## config.mk

```make
export PLATFORM = sky130hd
export DESIGN_NAME = lcd_responder
export DESIGN_NICKNAME = d
export VERILOG_FILES = /design/src/rtl/lcd_pkg.sv /design/src/rtl/lcd_addr_step.sv /design/src/rtl/lcd_responder.sv
export SDC_FILE = /design/constraint.sdc
export NUM_CORES = 1
export LEC_CHECK = 0
export CORE_ASPECT_RATIO = 0.9
export CORE_MARGIN = 2
export CORE_UTILIZATION = 56
export CTS_BUF_LIST = sky130_fd_sc_hd__clkbuf_16
export DETAILED_ROUTE_END_ITERATION = 10
export MAX_ROUTING_LAYER = met4
export PLACE_DENSITY_LB_ADDON = 0.2
export SYNTH_ARGS = -nofsm -noshare
export SYNTH_HDL_FRONTEND = slang
export SYNTH_SLANG_ARGS = --single-unit
```

## constraint.sdc

```tcl
create_clock -name clk -period 2.8 [get_ports clk]
set_clock_uncertainty 0.1 [all_clocks]
set_input_delay 0.56 -clock clk [delete_from_list [all_inputs] [get_ports clk]]
set_output_delay 0.56 -clock clk [all_outputs]
set_load 0.1 [all_outputs]
```

## src/rtl/lcd_pkg.sv

```systemverilog
// Shared definitions for the HD44780-style LCD bus responder:
// bus control encodings, controller states and DDRAM geometry.
package lcd_pkg;

    localparam logic [1:0] CTRL_CMD  = 2'b00;
    localparam logic [1:0] CTRL_STAT = 2'b01;
    localparam logic [1:0] CTRL_DATA = 2'b10;
    localparam logic [1:0] CTRL_READ = 2'b11;

    typedef enum logic [1:0] {
        CLEAR = 2'd0,
        IDLE  = 2'd1,
        BUSY  = 2'd2
    } lcd_state_e;

    localparam logic [6:0] LINE1_BASE = 7'h40;
    localparam int         LINE_LEN   = 16;
    localparam logic [7:0] SPACE      = 8'h20;

    // Visible addresses are 0x00-0x0F and 0x40-0x4F, so bits [5:4] must be zero.
    function automatic logic addr_is_valid(input logic [6:0] a);
        return (a & 7'b0110000) == 7'b0000000;
    endfunction

endpackage

```

## src/rtl/lcd_addr_step.sv

```systemverilog
// Next cursor address for one step in either direction, wrapping
// line 0 end into line 1 and line 1 end back to the origin.
import lcd_pkg::*;

module lcd_addr_step (
    input  logic [6:0] addr,
    input  logic       inc,
    output logic [6:0] addr_next
);

    localparam logic [6:0] LINE0_LAST = 7'(LINE_LEN - 1);
    localparam logic [6:0] LINE1_LAST = LINE1_BASE + LINE0_LAST;

    // Wrapping increment / decrement of the cursor address
    always_comb begin
        addr_next = addr;
        if (inc) begin
            if (addr == LINE0_LAST) begin
                addr_next = LINE1_BASE;
            end else if (addr == LINE1_LAST) begin
                addr_next = 7'h00;
            end else begin
                addr_next = addr + 7'd1;
            end
        end else begin
            if (addr == 7'h00) begin
                addr_next = LINE1_LAST;
            end else if (addr == LINE1_BASE) begin
                addr_next = LINE0_LAST;
            end else begin
                addr_next = addr - 7'd1;
            end
        end
    end

endmodule

```

## src/rtl/lcd_responder.sv

```systemverilog
// Device-side model of an HD44780-style 8-bit LCD: decodes host strobes,
// keeps a 2x16 DDRAM, cursor, entry mode, busy flag and sticky error.
import lcd_pkg::*;

module lcd_responder #(
    parameter int BUSY_CYCLES  = 4,
    parameter int CLEAR_CYCLES = 64
) (
    input  logic       clk,
    input  logic       rst_n,
    input  logic [7:0] lcd_data,
    input  logic [1:0] lcd_ctrl,
    input  logic       lcd_enable,
    output logic [7:0] lcd_rdata,
    output logic       busy,
    output logic       err,
    output logic       char_valid,
    output logic [7:0] char_data,
    input  logic [4:0] fb_addr,
    output logic [7:0] fb_data
);

    localparam int CNT_W = $clog2(CLEAR_CYCLES + BUSY_CYCLES) + 1;
    localparam logic [CNT_W-1:0] CNT_ZERO   = {CNT_W{1'b0}};
    localparam logic [CNT_W-1:0] CNT_ONE    = CNT_W'(1);
    localparam logic [CNT_W-1:0] CLEAR_LAST = CNT_W'(CLEAR_CYCLES - 1);
    localparam logic [CNT_W-1:0] BUSY_LAST  = CNT_W'(BUSY_CYCLES - 1);

    logic             en_s1_r, en_s2_r, en_prev_r;
    logic             fall_s;
    lcd_state_e       state_r, state_n;
    logic [CNT_W-1:0] cnt_r, cnt_n;
    logic [5:0]       sweep_r, sweep_n;
    logic [6:0]       addr_r, addr_n, step_addr_s;
    logic             inc_r, inc_n;
    logic             display_on_r, display_on_n;
    logic             err_r, err_n;
    logic             busy_r;
    logic             char_valid_r, char_valid_n;
    logic [7:0]       char_data_r, char_data_n;
    logic [7:0]       rdata_r, rdata_n;
    logic [7:0]       ddram_r [32];
    logic             we_s;
    logic [4:0]       waddr_s, idx_s;
    logic [7:0]       wdata_s;
    logic             step_dir_s;

    assign fall_s     = en_prev_r & ~en_s2_r;
    assign idx_s      = {addr_r[6], addr_r[3:0]};
    assign step_dir_s = (lcd_ctrl == CTRL_CMD) ? lcd_data[2] : inc_r;

    lcd_addr_step u_addr_step (
        .addr      (addr_r),
        .inc       (step_dir_s),
        .addr_next (step_addr_s)
    );

    // Enable synchronizer and edge-detect history
    always_ff @(posedge clk or negedge rst_n) begin
        if (!rst_n) begin
            en_s1_r   <= 1'b0;
            en_s2_r   <= 1'b0;
            en_prev_r <= 1'b0;
        end else begin
            en_s1_r   <= lcd_enable;
            en_s2_r   <= en_s1_r;
            en_prev_r <= en_s2_r;
        end
    end

    // Controller state and output registers
    always_ff @(posedge clk or negedge rst_n) begin
        if (!rst_n) begin
            state_r      <= CLEAR;
            cnt_r        <= CNT_ZERO;
            sweep_r      <= 6'd0;
            addr_r       <= 7'h00;
            inc_r        <= 1'b1;
            display_on_r <= 1'b0;
            err_r        <= 1'b0;
            busy_r       <= 1'b1;
            char_valid_r <= 1'b0;
            char_data_r  <= 8'h00;
            rdata_r      <= 8'h00;
        end else begin
            state_r      <= state_n;
            cnt_r        <= cnt_n;
            sweep_r      <= sweep_n;
            addr_r       <= addr_n;
            inc_r        <= inc_n;
            display_on_r <= display_on_n;
            err_r        <= err_n;
            busy_r       <= (state_n != IDLE);
            char_valid_r <= char_valid_n;
            char_data_r  <= char_data_n;
            rdata_r      <= rdata_n;
        end
    end

    // DDRAM write port (sweep or host data write)
    always_ff @(posedge clk) begin
        if (we_s) begin
            ddram_r[waddr_s] <= wdata_s;
        end
    end

    // Next-state, transaction decode and read-back mux
    always_comb begin
        state_n      = state_r;
        cnt_n        = cnt_r;
        sweep_n      = sweep_r;
        addr_n       = addr_r;
        inc_n        = inc_r;
        display_on_n = display_on_r;
        err_n        = err_r;
        char_valid_n = 1'b0;
        char_data_n  = char_data_r;
        we_s         = 1'b0;
        waddr_s      = idx_s;
        wdata_s      = lcd_data;
        rdata_n      = 8'h00;

        case (state_r)
            CLEAR: begin
                if (!sweep_r[5]) begin
                    we_s    = 1'b1;
                    waddr_s = sweep_r[4:0];
                    wdata_s = SPACE;
                    sweep_n = sweep_r + 6'd1;
                end else begin
                    sweep_n = sweep_r;
                end
                if (cnt_r == CLEAR_LAST) begin
                    state_n = IDLE;
                    cnt_n   = CNT_ZERO;
                end else begin
                    cnt_n = cnt_r + CNT_ONE;
                end
            end
            BUSY: begin
                if (cnt_r == BUSY_LAST) begin
                    state_n = IDLE;
                    cnt_n   = CNT_ZERO;
                end else begin
                    cnt_n = cnt_r + CNT_ONE;
                end
            end
            IDLE:    cnt_n   = CNT_ZERO;
            default: state_n = CLEAR;
        endcase

        // Writes are only accepted in IDLE; a data read during the sweep would abort it, so it is left alone
        if (fall_s) begin
            case (lcd_ctrl)
                CTRL_CMD, CTRL_DATA: begin
                    if (state_r != IDLE) begin
                        err_n = 1'b1;
                    end else if (lcd_ctrl == CTRL_DATA) begin
                        we_s         = 1'b1;
                        waddr_s      = idx_s;
                        wdata_s      = lcd_data;
                        char_valid_n = 1'b1;
                        char_data_n  = lcd_data;
                        addr_n       = step_addr_s;
                        state_n      = BUSY;
                        cnt_n        = CNT_ZERO;
                    end else begin
                        state_n = BUSY;
                        cnt_n   = CNT_ZERO;
                        casez (lcd_data)
                            8'b1???????: begin
                                if (addr_is_valid(lcd_data[6:0])) begin
                                    addr_n = lcd_data[6:0];
                                end else begin
                                    addr_n = 7'h00;
                                    err_n  = 1'b1;
                                end
                            end
                            8'b01??????, 8'b001?????: addr_n = addr_r;
                            8'b0001????: begin
                                if (!lcd_data[3]) begin
                                    addr_n = step_addr_s;
                                end else begin
                                    addr_n = addr_r;
                                end
                            end
                            8'b00001???: display_on_n = lcd_data[2];
                            8'b000001??: inc_n = lcd_data[1];
                            8'b0000001?: addr_n = 7'h00;
                            8'b00000001: begin
                                state_n = CLEAR;
                                sweep_n = 6'd0;
                                addr_n  = 7'h00;
                                inc_n   = 1'b1;
                            end
                            default: addr_n = addr_r;
                        endcase
                    end
                end
                CTRL_READ: begin
                    if (state_r != CLEAR) begin
                        addr_n  = step_addr_s;
                        state_n = BUSY;
                        cnt_n   = CNT_ZERO;
                    end else begin
                        addr_n = addr_r;
                    end
                end
                default: addr_n = addr_r;
            endcase
        end else begin
            err_n = err_r;
        end

        if (en_s2_r) begin
            case (lcd_ctrl)
                CTRL_STAT: rdata_n = {busy_r, addr_r};
                CTRL_READ: rdata_n = ddram_r[idx_s];
                default:   rdata_n = 8'h00;
            endcase
        end else begin
            rdata_n = 8'h00;
        end
    end

    assign lcd_rdata  = rdata_r;
    assign busy       = busy_r;
    assign err        = err_r;
    assign char_valid = char_valid_r;
    assign char_data  = char_data_r;
    assign fb_data    = ddram_r[fb_addr];

endmodule

```

# Yosys cells after proc, flatten, opt, wreduce, memory -nomap -nowiden
# Memory sizes are Yosys's and may differ from the RTL's.
# Index checks and enable logic that the tools add are counted.
[op_classes] n_bitwise=4 n_lt_le_gt_ge=0 n_eq_ne=22 mul=0 n_div=0 addsub=4 n_reduce_logical=14 shift=0 n_mux=67
[op_table] cell="$mux W8" n=12
[op_table] cell="$mux W7" n=10
[op_table] cell="$mux W6" n=7
[op_table] cell="$pmux W8 S2" n=2
[op_table] cell="$mux W5" n=6
[op_table] cell="$pmux W8 S3" n=1
[op_table] cell="$pmux W7 S3" n=1
[op_table] cell="$mux W1" n=17
[op_table] cell="$eq A7 B7 Y1 const B" n=2
[op_table] cell="$logic_not A7 Y1" n=2
[op_table] cell="$mux W2" n=7
[op_table] cell="$pmux W7 S2" n=1
[op_table] cell="$reduce_and A5 Y1" n=2
[op_table] cell="$add A8 B1 Y8 const B" n=1
[op_table] cell="$eq A8 B1 Y1 const B" n=1
[op_table] cell="$eq A8 B2 Y1 const B" n=1
[op_table] cell="$eq A8 B6 Y1 const B" n=1
[op_table] cell="$ne A2 B2 Y1 const B" n=4
[op_table] cell="$reduce_bool A2 Y1" n=4
[op_table] cell="$add A7 B1 Y7 const B" n=1
[op_table] cell="$eq A7 B1 Y1 const B" n=1
[op_table] cell="$eq A7 B4 Y1 const B" n=1
[op_table] cell="$sub A7 B1 Y7 const B" n=1
[op_table] cell="$add A6 B1 Y6 const B" n=1
[op_table] cell="16 further kinds" n=24
[word_totals] elab_cells=125 mem_bits_rw=256 output_inout_bits=27 reg_bits=46 mem_count=1 latch_bits=0 mem_bits_ro=0 input_bits=18
[memory_table] name="ddram_r" depth=32 width=8 read_ports=2 rd_clocked_by_memory_dff=0 write_ports=1 line="lcd_responder.sv:42" rtl="logic [7:0] ddram_r [32];"

# Depth between registers and ports, before layout
# Gate-level depths: netlist of the first run.
[logic_depth] ltp_word=9 mapped_depth=11 mapped_depth_nobuf=7

# Cells and area by module
# From an unflattened synthesis of the first run, not the netlist that was laid out.
[hier_totals] hier_cells=919 hier_area_um2=14672.8
[modules_own_cells] mod="lcd_responder" area_each_um2=14380.0 seq_area_each_um2=8841.0 cells_each=880 instances=1
[modules_own_cells] mod="lcd_addr_step" area_each_um2=292.8 seq_area_each_um2=0.0 cells_each=39 instances=1

# Worst setup path before layout of the first run
# No wires, ideal clock.
[synth_timing] path_type="in2out" startpoint="input port fb_addr[1]" endpoint="output port fb_data[6]" cell_stages=5 required_ns=2.140 t_arrival_ns=2.477 setup_slack_ns=-0.337 path_buffers=2 path_cell_list="clkbuf_1 clkbuf_1 mux4_2 mux4_2 mux2_2"
[synth_between] elab_chain_cells=1
[synth_lines] item="start: declaration" line="lcd_responder.sv:19" rtl="input logic [4:0] fb_addr,"
[synth_lines] item="$mem_v2 Z32 W8"
[synth_lines] item="end: declaration" line="lcd_responder.sv:20" rtl="output logic [7:0] fb_data"
# Every way passes these cells.

==> impl_metrics.tcl, run 1 <==
set metrics [dict create \
    setup_tns_ps -2690 \
    syn_inst 850 \
    cpPeakStageDelay_ps 550 \
    ys_top_cells_by_count "edfxtp_1, mux4_2, nor2_1" \
    grt_pass1_wl_um 58100 \
    htreeDepth 1 \
    dp_slack_ps -423 \
    dpl.hpwl_um 26200 \
    min-delay-start "en_s1_r$_DFF_PN0_" \
    cellPowerDensity_nw_per_um2 812 \
    synth_edf_count 256 \
    wl_per_cell_um 28.6 \
    area_growth_pct 18.7 \
    synth_top_area_frac 0.535 \
    antenna_found_initial 1 \
    die_height_um 156 \
    yosysSeqAreaShare 0.616 \
    drtIter0Drc 1173 \
    coreArea_sq_um 25200 \
    cts_buffers 31 \
    critPathLaunchType "flop" \
    hold_depth 0 \
    vdd_drop_max_v 0.000565 \
    hold_class "flop to flop" \
    yosysUniqueCellTypes 57 \
    cts.sinks 302 \
    avgSynthCellArea_sq_um 16.9 \
    cp_max_fo 2 \
    post-route-util 0.677 \
    p_leak_nw 6.03 \
    maxCapViolCount 0 \
    ys.warnings.count 0 \
    drive_gt1_frac 0.345 \
    worstReg2RegEnd "lcd_rdata[2]$_DFF_PN0_" \
    clk_pin_slew_ps 60 \
    gp_congestion 0.884 \
    clock_latency_ps 560 \
    crit_slowest_cell "mux4_2" \
    cp_num_buf_inv 1 \
    layout_worst_path_cycle_share 1.14 \
    r2r-start "addr_r[0]$_DFFE_PN0P_" \
    holdPathEnd "en_s2_r$_DFF_PN0_" \
    final_max_slew_viol_count 0 \
    synth-async-reset-ratio 0.152 \
    rsz0062_at_grt "yes" \
    antenna_left 0 \
    max_freq_mhz 314 \
    dieArea_sq_um 26900 \
    num_vias 9017 \
    crit_type "flop to primary output" \
    cts-root-buf "clkbuf_16" \
    fin_nets 1009 \
    hold_violations 0 \
    violations "negative setup slack" \
    place_area_sq_um 16000 \
    grt_overflow 0 \
    firstDrtPassIters 5 \
    tightest_slew_ps 854 \
    port_buffers 44 \
    fin_hold_ws_ps 277 \
    worst_slack_ps -383 \
    fp.dieW_um 173 \
    r2r_slack_ps 250 \
    cp_top_family "multiplexers" \
    crit_arrival_ps 2520 \
    grt_pass1_vias 9315 \
    total_power_mw 13.8 \
    synth.net_count 872 \
    cts_buffer_depth 3 \
    grt_util_all_layers 0.303 \
    required_ps 2140 \
    setup_viol 8 \
    viasPerCell 6.67 \
    cts_tree "yes" \
    num_rows 55 \
    post-place-cells 1287 \
    rr_worst_depth 6 \
    layoutNonFillerInstCount 1351 \
    period_minus_slack_ps 3180 \
    yosysMostFrequentCell "edfxtp_1" \
    start_util 0.570 \
    drcViolationCount 0 \
    synth-seq-cells 302 \
    status "finished, violations left" \
    path_common_cell "mux4_2" \
    cp-end-kind "primary output" \
    fillers 1675 \
    yosys.area.top_type "edfxtp_1" \
    final_area_sq_um 17000 \
    synthesis.area_sq_um 14400 \
    grt_start_max_net_pins 35 \
    routed_wl_um 38600 \
    ioPinCount 45 \
    synth_ff_type "edfxtp_1" \
    cp_cell_sequence "mux4_2, mux4_2, mux2_4, buf_12" \
    slew_headroom 0.430 \
    yosys-top-cells-area "edfxtp_1, mux4_2, dfrtp_1" \
]
-- report_power, final --
| part | internal (mW) | total [mW] | switching [mW] |
|---|---|---|---|
| clock | 2.26 | 3.90 | 1.64 |
| sequential | 5.07 | 5.43 | 0.365 |
| combinational | 1.90 | 4.50 | 2.60 |
-- state kept, by name (all words and copies together) (netlist names) --
| register | count |
|---|---|
| lcd_rdata | 8 |
| sweep_r | 6 |
| en_s1_r | 1 |
| char_data | 8 |
| en_prev_r | 1 |
| ddram_r | 256 |
| en_s2_r | 1 |
| cnt_r | 8 |
| char_valid | 1 |
| addr_r | 7 |
| err | 1 |
| inc_r | 1 |
| state_r | 2 |
| busy | 1 |
-- worst register-to-register path: cells and delay by family, from the launching register on --
kind	cells	cell delay (ps)
muxes	1	520
DFF	1	670
AOI/OAI and AO/OA	3	660
buffers and inverters	2	480
-- timing repair --
action                                 in CTS  in global routing
hold buffers                                1                  0
buffers inserted                            3                  3
setup endpoints to repair                   8                  8
gates cloned                                2                  0
resized for setup                           7                  0
endpoints found under the hold margin      20                  0
-- cell type report --
cell class	count	area [sq um]	share of cell area
Antenna cell	1	2.50	0.000147
Clock buffer	31	776	0.0455
Clock inverter	23	178	0.0104
Inverter	12	45.0	0.00264
Multi-Input combinational cell	480	5250	0.308
Sequential cell	302	8850	0.519
Tap cell	342	428	0.0251
Timing Repair Buffer	160	1520	0.0891
-- logic make-up (layout without fill, tap and decap cells) --
group           Yosys count  in the layout  share of synthesized area
compound gates          104            104                     0.0522
xor+xnor                 13             13                    0.00793
fa+ha+maj                 4              4                    0.00349
buf+inv                  68            226                     0.0226
flops                   302            302                      0.616
mux                     181            181                      0.240
other cells               0              1                          0
simple gates            178            178                     0.0576
-- layout by cell type (no fill, tap or decap), drive strengths merged, types with 14 or more instances in the layout --
cell and n:
dfrtp 44, a21oi 15, inv 20, nand2 49, mux4 130, clkdlybuf4s50 14, edfxtp 256, mux2i 40
nor2 68, clkbuf 31, buf 145
-- per-layer routing --
| metal | global-route usage | share of wire |
|---|---|---|
| met1 | 0.401 | 0.38 |
| met2 | 0.489 | 0.49 |
| met3 | 0.0536 | 0.094 |
| met4 | 0.0969 | 0.032 |
| met5 | - | 0 |
-- worst max path at each step --
stage / from / end / slack [ps] / cells past startpoint
detailed placement: fb_addr[0] / fb_data[6] / -420 / 6
global route: ddram_r[11][3]$_DFFE_PP_ / fb_data[3] / -440 / 4
floorplan: fb_addr[0] / fb_data[0] / -60 / 5
global placement: fb_addr[0] / fb_data[3] / -410 / 6
finish: ddram_r[11][3]$_DFFE_PP_ / fb_data[3] / -380 / 4
CTS: ddram_r[11][3]$_DFFE_PP_ / fb_data[3] / -390 / 4
No activity file was read; power rests on OpenSTA's default activity.
==> run 2: changes to the inputs <==
Settings changed: CORE_MARGIN 2 to not set, CTS_CLUSTER_DIAMETER set to 80, SLEW_MARGIN set to 20.
==> run 2 against run 1 <==
  * Largest cell class unchanged
  * Total power is 1.9% higher
  * Highest routed layer unchanged
  * Sequential cell count stayed put
  * The flow still finishes with violations (negative setup slack)
  * Wire length is 6.3% higher
  * Via count is 2.8% higher
==> impl_metrics.tcl, run 2 (synthesis gave the netlist of run 1 again) <==
set metrics [dict create \
    violations "negative setup slack" \
    antenna_left 0 \
    crit_type "flop to primary output" \
    antenna_found_initial 1 \
    largest_reg_flops 256 \
    cp_num_buf_inv 1 \
    period_minus_slack_ps 3120 \
    post-place-cells 1282 \
    clk_pin_slew_ps 60 \
    layout.cells.most_common_list "edfxtp_1, mux4_2, buf_4" \
    ioPinCount 45 \
    rr_worst_depth 6 \
    firstDrtPassIters 5 \
    max_freq_mhz 321 \
    maxCapViolCount 0 \
    cp_max_fo 2 \
    grt_start_max_net_pins 33 \
    hold_class "flop to flop" \
    worstReg2RegEnd "ddram_r[26][2]$_DFFE_PP_" \
    final_area_sq_um 17100 \
    hold_violations 0 \
    drcViolationCount 0 \
    startpoint "ddram_r[26][4]$_DFFE_PP_" \
    hold_depth 0 \
    crit_arrival_ps 2460 \
    min-delay-start "en_s1_r$_DFF_PN0_" \
    layout_worst_path_cycle_share 1.11 \
    dp_slack_ps -434 \
    htreeDepth 2 \
    area_growth_pct 19.3 \
    holdPathEnd "en_s2_r$_DFF_PN0_" \
    diodes 0 \
    cp-end-kind "primary output" \
    grt_util_all_layers 0.338 \
    gp_congestion 0.946 \
    crit_slowest_cell "mux4_2" \
    cellPowerDensity_nw_per_um2 823 \
    routed_wl_um 41100 \
    tightest_slew_ps 1060 \
    path_common_cell "mux4_2" \
    start_util 0.570 \
    vdd_drop_max_v 0.000705 \
    num_vias 9267 \
    dieArea_sq_um 26300 \
    coreArea_sq_um 25200 \
    r2r_slack_ps 130 \
    required_ps 2140 \
    drtIter0Drc 1201 \
    status "finished, violations left" \
    place_area_sq_um 15900 \
    final_common_cell "edfxtp_1" \
    post-route-util 0.680 \
    fp.dieW_um 171 \
    die_height_um 154 \
    cts_tree "yes" \
    grt_overflow 0 \
    wl_per_cell_um 30.4 \
    clock_latency_ps 520 \
    r2r-start "state_r[1]$_DFF_PN0_" \
    top_register "ddram_r" \
    setup_viol 8 \
    rsz0062_at_grt "yes" \
    grt_pass1_vias 9334 \
    cp_cell_sequence "mux4_2, mux4_2, mux2_4, buf_12" \
    worst_slack_ps -315 \
    port_buffers 44 \
    final_max_slew_viol_count 0 \
    cts_buffers 34 \
    cts.sinks 302 \
    cts-root-buf "clkbuf_16" \
    fin_nets 1006 \
    slew_headroom 0.293 \
    cp_top_family "multiplexers" \
    cts_buffer_depth 3 \
    viasPerCell 6.87 \
    critPathLaunchType "flop" \
    drive_gt1_frac 0.345 \
    cpPeakStageDelay_ps 530 \
    p_leak_nw 6.07 \
    num_rows 55 \
    layoutNonFillerInstCount 1349 \
    grt_pass1_wl_um 60700 \
    dpl.hpwl_um 27800 \
]
==> run 2: cell types whose count changed in the layout (fill, tap and decap cells not counted), moves of 2 or more <==
cell       delta
buf_16        +3
clkbuf_16     +4
buf_6         +3
buf_12        -2
buf_4        -10
==> run 2: repair_timing <==
action                                  CTS  global route
cloned                                    4             0
setup buffers                             1             2
gates resized for setup                  16             1
hold buffers                              1             0
hold endpoints to repair                 21             0
endpoints found under the setup margin    8             8
==> run 2: power breakdown <==
group	internal (mW)	switching, mW
combinational	1.84	2.71
clock	2.45	1.72
sequential	5.07	0.315
total	9.36	4.74
==> run 2: cell type report <==
| type | count | area, sq um |
|---|---|---|
| clock buffer | 35 | 876 |
| clock inverter | 24 | 169 |
| fill | 1674 | 8060 |
| inverter | 12 | 45.0 |
| multi-input combinational | 480 | 5250 |
| sequential | 302 | 8850 |
| tap | 342 | 428 |
| timing repair buffer | 154 | 1520 |
==> run 2: stage by stage <==
step                setup TNS (ps)  hold slack [ps]  power, mW
detailed placement           -7920              252       9.90
finish                       -2360              251       14.1
floorplan                     -483              164       8.51
global route                 -2560              259       14.5
CTS                          -2400              255       14.1
global placement             -5680              244       9.83
==> run 2: worst max path at each step <==
stage | endpoint | cells after the start
3_5_place_dp | fb_data[5] | 6
5_1_grt | fb_data[4] | 4
2_1_floorplan | fb_data[0] | 5
3_3_place_gp | fb_data[5] | 6
6_report | fb_data[4] | 4
4_1_cts | fb_data[5] | 4
==> run 2: layer usage <==
metal | track usage | up-vias | part of all wire
li1 | - | 3755 | -
met1 | 0.467 | 4720 | 0.38
met2 | 0.490 | 689 | 0.46
met3 | 0.0808 | 103 | 0.12
met4 | 0.132 | 0 | 0.038
met5 | - | - | 0
